$ cat src/rtl/audio_pwm_out.sv
// Audio PWM output stage: an 8-bit sample FIFO feeding a 256-cycle PWM,
// one period per sample, with underrun pulse and saturating underrun count.
module audio_pwm_out #(
    parameter int unsigned DEPTH = 4,
    parameter int unsigned LVLW  = 3
) (
    input  logic            clk,
    input  logic            rst,
    input  logic            en,
    input  logic            mute,
    input  logic [7:0]      in_data,
    input  logic            in_valid,
    output logic            in_ready,
    output logic            pwm_out,
    output logic            sample_tick,
    output logic            underrun,
    output logic [7:0]      underrun_cnt,
    output logic [LVLW-1:0] fifo_level
);

    localparam int unsigned PTRW = (DEPTH > 1) ? $clog2(DEPTH) : 1;
    localparam int unsigned CNTW = 8;
    localparam int unsigned UCW  = 8;
    localparam logic [CNTW-1:0] CNT_LAST = '1;
    localparam logic [UCW-1:0]  UCNT_MAX = '1;

    logic [7:0]      mem_q [DEPTH];
    logic [PTRW-1:0] wr_ptr_q, wr_ptr_d;
    logic [PTRW-1:0] rd_ptr_q, rd_ptr_d;
    logic [LVLW-1:0] level_q,  level_d;
    logic [CNTW-1:0] cnt_q,    cnt_d;
    logic [7:0]      duty_q,   duty_d;
    logic            pwm_q,    pwm_d;
    logic            tick_q,   tick_d;
    logic            urun_q,   urun_d;
    logic [UCW-1:0]  ucnt_q,   ucnt_d;

    logic full_c;
    logic empty_c;
    logic push_c;
    logic load_c;
    logic pop_c;

    assign full_c   = (level_q == LVLW'(DEPTH));
    assign empty_c  = (level_q == '0);
    assign in_ready = !full_c;
    assign push_c   = in_valid && !full_c;
    // Load happens on the last count of a period; no bypass from the input.
    assign load_c   = en && (cnt_q == CNT_LAST);
    assign pop_c    = load_c && !empty_c;

    always_comb begin
        wr_ptr_d = wr_ptr_q;
        rd_ptr_d = rd_ptr_q;
        level_d  = level_q;
        cnt_d    = cnt_q;
        duty_d   = duty_q;
        pwm_d    = 1'b0;
        tick_d   = 1'b0;
        urun_d   = 1'b0;
        ucnt_d   = ucnt_q;

        if (push_c) begin
            wr_ptr_d = wr_ptr_q + PTRW'(1);
        end
        if (pop_c) begin
            rd_ptr_d = rd_ptr_q + PTRW'(1);
            duty_d   = mem_q[rd_ptr_q];
        end

        case ({push_c, pop_c})
            2'b10:   level_d = level_q + LVLW'(1);
            2'b01:   level_d = level_q - LVLW'(1);
            default: level_d = level_q;
        endcase

        if (en) begin
            cnt_d = cnt_q + CNTW'(1);
        end

        // Compare uses the pre-increment count so a new duty starts at count 0.
        pwm_d  = en && !mute && (cnt_q < duty_q);
        tick_d = pop_c;
        urun_d = load_c && empty_c;
        if (urun_d && (ucnt_q != UCNT_MAX)) begin
            ucnt_d = ucnt_q + UCW'(1);
        end
    end

    always_ff @(posedge clk or posedge rst) begin
        if (rst) begin
            wr_ptr_q <= '0;
            rd_ptr_q <= '0;
            level_q  <= '0;
            cnt_q    <= '0;
            duty_q   <= '0;
            pwm_q    <= 1'b0;
            tick_q   <= 1'b0;
            urun_q   <= 1'b0;
            ucnt_q   <= '0;
        end else begin
            wr_ptr_q <= wr_ptr_d;
            rd_ptr_q <= rd_ptr_d;
            level_q  <= level_d;
            cnt_q    <= cnt_d;
            duty_q   <= duty_d;
            pwm_q    <= pwm_d;
            tick_q   <= tick_d;
            urun_q   <= urun_d;
            ucnt_q   <= ucnt_d;
        end
    end

    // Storage needs no reset: occupancy is tracked by the pointers and level.
    always_ff @(posedge clk) begin
        if (push_c) begin
            mem_q[wr_ptr_q] <= in_data;
        end
    end

    assign pwm_out      = pwm_q;
    assign sample_tick  = tick_q;
    assign underrun     = urun_q;
    assign underrun_cnt = ucnt_q;
    assign fifo_level   = level_q;

endmodule

$ cat config.mk
export PLATFORM = sky130hd
export DESIGN_NAME = audio_pwm_out
export DESIGN_NICKNAME = d
export VERILOG_FILES = /design/src/rtl/audio_pwm_out.sv
export SDC_FILE = /design/constraint.sdc
export NUM_CORES = 1
export LEC_CHECK = 0
export ABC_AREA = 1
export CORE_ASPECT_RATIO = 1.25
export CORE_MARGIN = 1.5
export CORE_UTILIZATION = 63
export DETAILED_ROUTE_END_ITERATION = 8
export DONT_BUFFER_PORTS = 1
export PLACE_DENSITY = 0.82
export SYNTH_ARGS = -nofsm -noshare
export SYNTH_HDL_FRONTEND = slang
export SYNTH_SLANG_ARGS = --single-unit
$ cat constraint.sdc
create_clock -name clk -period 2.85 [get_ports clk]
set_input_delay 0.285 -clock clk [delete_from_list [all_inputs] [get_ports clk]]
set_output_delay 0.285 -clock clk [all_outputs]
set_load 0.1 [all_outputs]
==> results.md, run 1 <==
* Total grt overflow at 0
* Final ANT Viol Nets at 0
* Clock buffers created by TritonCTS at 9
* Avg WL per Cell at 13.5 microns
* Die area at 5470 sq um
* Power Dens Cells at 594 nW/um^2
* Clock transition at path regs at 0.07 ns
* Tot GR Track Use at 0.241
* Critical path arrival at 2.56 ns
* CTS tree: done
* Max clock buf depth at 2
* Pre-antenna DRT Iters at 5
* Crit path kind: reg -> reg
* Critical Path Sink Type: register
* Startpoint types: register
* Total Neg Setup Slack at 0 ns
* Slew Viols, Final at 0
* CTS Sinks at 66
* Yosys top cell by area: edfxtp_1
* Status: finished, final reports clean
* Commonest cells after routing, fill and taps aside: nand2_1, nor2_1, inv_1, dfrtp_1, edfxtp_1
* DRT Wirelength at 5.59 mm
* Hold violation total from the final report at 0
* Worst-Margin Slew at 0.889 ns
* CP max FO at 4
* CORE AREA at 4800 sq um
* Yosys cell types at 26
* Drt via density at 5.26
* Busiest grt layer: met2
* Total number of vias at 2179
* RSZ-0062 raised after global routing: no
* Die height at 82.3 microns
* Worst hold path type: in -> reg
* Power Total at 0.00208 W
* Layout cells sized above 1 at 0.116
* GRT met3 Usage at 0.0827
* Post-DP HPWL at 3.99 mm
* PortBufs at 0
* Syn nets at 358
* Worst setup skew after layout at 0.00809 ns
* Setup Viol. Count Final at 0
* Tmin final at 2.34 ns
* I/O pin count at 28
* Top cells by area, synth: edfxtp_1, dfrtp_1, nand2_1, nor2_1, ha_1
* Largest net degree at the start of global routing at 33
* Worst VDD drop at 0.691 mV
* Final core occ at 0.731
* Total of max-cap violations at 0
* Met2 GRT Util at 0.414
* Worst-case reg-to-reg path depth at 11
* Synth top area share at 0.303
* Nets at 377
* DR iter-0 viols at 111
* First-pass GRT wire length at 9.40 mm
* # fillers at 321
* Worst EP required at 3.08 ns
* P_leak at 1.56 nW
* Worst relative slew slack at 0.407
* Worst-Skew Late Latency at 0.35 ns
* Syn-to-layout area delta at 10.6%
* Cells after Synth at 330
* Post-route setup slack at 0.514 ns
* CTS HTree Levels at 3
* #FFs+latches synth at 66
* Syn Area/Cell at 9.62 sq um
* Yosys Warn Count at 0
* Peak Freq at 0.428 GHz
* Tcrit/Tclk final at 0.820
* Die width at 66.5 microns
* Drt drc at 0
* Core Rows at 28
* Clock root buffer: clkbuf_8
* Initial antenna violation count at 0
* Global routing usage on met1 at 0.269
* Mapped Area at 3170 sq um
* Initial Util at 0.661
* Vias in the first global route at 2126
* Worst R2R Setup Slack at 0.51 ns
* Most common cell after layout, fill and taps aside: nand2_1
* Ant diodes at 0
* Seq/Total Area, Yosys at 0.571
* WHS Path Cells at 1
* Dpl ws at 0.579 ns
* Final Wtd Congestion at 0.852
stage by stage:
stage / instances / area [sq um] / hold WS [ns]
finish: 414 / 3510 / 0.0183
global route: 414 / 3510 / 0.00150
CTS: 414 / 3510 / 0.00258
detailed placement: 397 / 3320 / 0.0463
global placement: 397 / 3320 / 0.0391
floorplan: 330 / 3190 / 0.384
report_power, final:
part | leakage, nW | switching (W) | internal, W | total (W)
clock network | 0.0858 | 0.000379 | 0.000320 | 0.000699
logic | 0.793 | 0.000161 | 0.0000898 | 0.000251
registers | 0.677 | 0.0000770 | 0.00106 | 0.00113
worst max-delay path, cell delays in order (launching register included):
cell and delay, ns:
dfrtp_1 0.40, ha_1 0.21, nand2_1 0.12, nor2_2 0.21, nand4_1 0.16, inv_1 0.11
ha_1 0.14, inv_1 0.06, fa_1 0.37, a21oi_1 0.15, o21ai_0 0.12, xor2_1 0.15
flip-flops by register name (all words and copies together) (netlist names):
name	count
underrun_cnt	8
sample_tick	1
underrun	1
pwm_out	1
mem_q	32
cnt_q	8
fifo_level	3
rd_ptr_q	2
duty_q	8
wr_ptr_q	2
cell type report:
cell class / count / area, sq um / area share
Clock buffer: 9 / 124 / 0.0353
Multi-Input combinational cell: 216 / 1180 / 0.335
Inverter: 42 / 158 / 0.0449
Timing Repair Buffer: 14 / 108 / 0.0307
Clock inverter: 7 / 55.1 / 0.0157
Tap cell: 60 / 75.1 / 0.0214
Sequential cell: 66 / 1810 / 0.517
per-layer routing:
layer | vias to the layer above | routed length [microns]
met5 | - | 0
met4 | 0 | 86
met3 | 7 | 215
met2 | 43 | 2920
met1 | 1025 | 2370
li1 | 1104 | -
final timing paths:
kind | from | end
min reg2reg | cnt_q[0]$_DFFE_PP0P_ | cnt_q[0]$_DFFE_PP0P_
min in group asynchronous | rst | wr_ptr_q[0]$_DFFE_PP0P_
max reg2reg | cnt_q[0]$_DFFE_PP0P_ | fifo_level[2]$_DFFE_PP0P_
min | en | cnt_q[0]$_DFFE_PP0P_
max | cnt_q[0]$_DFFE_PP0P_ | fifo_level[2]$_DFFE_PP0P_
max in group asynchronous | rst | fifo_level[2]$_DFFE_PP0P_
cells by family after synthesis:
| group | after synthesis | share of synthesized area |
|---|---|---|
| xor gates and xnor gates | 13 | 0.0359 |
| DFF | 66 | 0.571 |
| AOI/OAI and AO/OA | 36 | 0.0580 |
| and+or+nand+nor | 152 | 0.212 |
| buffers and inverters | 48 | 0.0619 |
| adders and majority gates | 15 | 0.0615 |
Yosys cell counts:
cell type,instances
fa_1,1
nor3_4,1
edfxtp_1,32
nand2_1,65
nand3_1,19
xnor2_1,3
nor2_4,2
dfrtp_1,34
nor3_1,2
ha_1,14
nand4_1,3
buf_6,1
nor2_8,1
nand2_2,2
nor2_1,54
o21ai_0,23
clkinv_1,1
buf_4,1
xor2_1,10
inv_1,41
o21ai_2,1
nand3_4,1
buf_2,4
nor2_2,2
a21oi_1,4
o21ai_1,8
timing repair:
item,in CTS,in global routing
endpoints found under the hold margin,34,0
gates resized for setup,0,0
buffers inserted,0,0
hold buffers,1,0
Note: power is estimated with default switching activity, not from simulation.
==> inputs of run 2 (changes only) <==
- ABC_AREA: 1 -> 0
- CORE_UTILIZATION: 63 -> 62
- PLACE_DENSITY: 0.82 -> 0.81
- clock period: 2.85 -> 2.2 ns (I/O delays scaled with it)
==> results.md, run 2 <==
* Status: finished, final reports clean
* CTS HTree Levels at 3
* Die width at 63.8 microns
* Mapped Area at 2870 sq um
* Synth top area share at 0.335
* Peak Freq at 0.474 GHz
* Tmin final at 2.11 ns
* Top post-synthesis cells by count: dfrtp_1, edfxtp_1, nand2_1, inv_1, ha_1
* Yosys Warn Count at 0
* Asr flop ratio synth at 0.515
* Drt drc at 0
* Post-synth EDFFs at 32
* CORE AREA at 4430 sq um
* Initial Util at 0.648
* Top cells by area, synth: edfxtp_1, dfrtp_1, mux4_2, ha_1, xnor2_1
* Yosys cell types at 33
* Seq/Total Area, Yosys at 0.632
* Cells after Synth at 202
* Startpoint types: register
* CTS tree: done
* Commonest cells after routing, fill and taps aside: edfxtp_1, dfrtp_1, buf_4, nand2_1
* Clock root buffer: clkbuf_8
* Drt via density at 5.66
* Crit path kind: reg -> reg
* Core Rows at 27
* I/O pin count at 28
* Vias in the first global route at 1760
* Worst-Skew Late Latency at 0.33 ns
* Clock transition at path regs at 0.07 ns
* Worst EP required at 2.45 ns
* Total number of vias at 1710
* Avg WL per Cell at 17.3 microns
* Ant diodes at 0
* Largest net degree at the start of global routing at 35
* Syn-to-layout area delta at 19.1%
* Syn Area/Cell at 14.2 sq um
* DRT Wirelength at 5.23 mm
* P_leak at 1.45 nW
* Worst setup skew after layout at 0.00707 ns
* Max clock buf depth at 2
* Placed insts at 273
* First-pass GRT wire length at 8.25 mm
* Max reg flops at 32
* Top-count cell post-synth: dfrtp_1
* Critical path arrival at 2.36 ns
* Final core occ at 0.772
* WHS at 0.0433 ns
* Power Dens Cells at 1060 nW/um^2
* Total of max-cap violations at 0
* Slew Viols, Final at 0
* Post-DP HPWL at 3.49 mm
* Tot GR Track Use at 0.226
* Total grt overflow at 0
* #FFs+latches synth at 66
* Ys flop type: dfrtp_1
* Pre-antenna DRT Iters at 4
* Final ANT Viol Nets at 0
* Initial antenna violation count at 0
* Die height at 79.0 microns
* Final Wtd Congestion at 0.871
* Most common cell after layout, fill and taps aside: edfxtp_1
* Critical Path Sink Type: register
* Syn nets at 230
* CP max FO at 3
* Setup Viol. Count Final at 0
* CTS Sinks at 66
* Die area at 5050 sq um
* Non-Filler Instances at 302
* Worst-Margin Slew at 0.871 ns
* Hold violation total from the final report at 0
* Layout cells sized above 1 at 0.270
* Worst hold path type: in -> reg
* Most flops, register: mem_q
* PortBufs at 0
* Worst relative slew slack at 0.420
* Yosys top cell by area: edfxtp_1
* Nets at 267
* DR iter-0 viols at 240
* Worst VDD drop at 0.606 mV
* Clock buffers created by TritonCTS at 9
* Tcrit/Tclk final at 0.959
==> run 2: cell count changes in the layout (fill, tap and decap cells not counted), sizes merged, moves of 3 or more <==
cell,delta
nor2,-52
nand2,-50
inv,-26
o21ai,-24
nand3,-15
and3,+9
dlygate4sd3,+9
xnor2,+9
mux4,+8
buf,+7
clkinv,-4
mux2,+4
xor2,-4
nand4,+3
==> run 2: metal layers <==
metal | share of wire | GRT usage
met5 | 0 | 0
met4 | 0.019 | 0.122
met2 | 0.54 | 0.386
met1 | 0.40 | 0.262
met3 | 0.039 | 0.0538
==> run 2: worst max-delay path, cell delays in order, from the launching register on <==
cell and delay, ns:
dfrtp_1 0.36, ha_2 0.20, and3_4 0.21, nand2_4 0.06, nor3_4 0.25, ha_4 0.18, inv_2 0.03, fa_2 0.32
xor2_1 0.14, nor2_1 0.12, xor2_1 0.15
==> run 2: power by group <==
group          total (W)  leakage, nW  switching [W]  internal, W
clock network   0.000864       0.0726       0.000456     0.000408
registers        0.00174        0.705       0.000180      0.00156
logic            0.00100        0.677       0.000631     0.000368
==> run 2: repair_timing <==
action                                 CTS  global route
buffers inserted                         0             3
hold buffers                            10             0
pin swaps                                0             7
endpoints found under the hold margin   67             0
gates resized for setup                  1             5
setup endpoints to repair                1             1
==> run 2: cell families after synthesis <==
logic type / share of synthesized area
AO/OA/AOI/OAI: 0.0375
XOR/XNOR: 0.0550
adder cells (fa/ha/maj): 0.0681
buffers and inverters: 0.0262
flip-flops: 0.632
multiplexers: 0.0798
AND/OR/NAND/NOR: 0.102
==> run 2: final cells by class <==
cell class,instances,area [sq um]
clock inverter,6,42.5
fill,259,1010
sequential,66,1820
tap,58,72.6
clock buffer,10,128
timing repair buffer,30,250
multi-input combinational,117,1040
inverter,15,61.3
==> run 2: stage by stage <==
stage | setup slack [ns] | setup TNS, ns | cell area, sq um | total power, W
6_report | 0.0891 | 0 | 3410 | 0.00360
5_1_grt | -0.0111 | -0.0111 | 3410 | 0.00378
4_1_cts | 0.0130 | 0 | 3370 | 0.00360
3_5_place_dp | -0.107 | -0.107 | 3100 | 0.00270
3_3_place_gp | 0.0163 | 0 | 3100 | 0.00263
2_1_floorplan | -0.155 | -0.174 | 2910 | 0.00244
==> run 2: final timing paths <==
path                                          endpoint  slack (ns)  cells after the start                  start
max                          fifo_level[2]$_DFFE_PP0P_        0.09                     10   cnt_q[1]$_DFFE_PP0P_
min                                  pwm_out$_DFF_PP0_        0.04                      2                     en
max reg2reg                  fifo_level[2]$_DFFE_PP0P_        0.09                     10   cnt_q[1]$_DFFE_PP0P_
min in group asynchronous  underrun_cnt[1]$_DFFE_PP0P_        0.41                      3                    rst
min reg2reg                      duty_q[0]$_DFFE_PP0P_        0.51                      1  duty_q[0]$_DFFE_PP0P_
max in group asynchronous    fifo_level[0]$_DFFE_PP0P_        1.45                      3                    rst
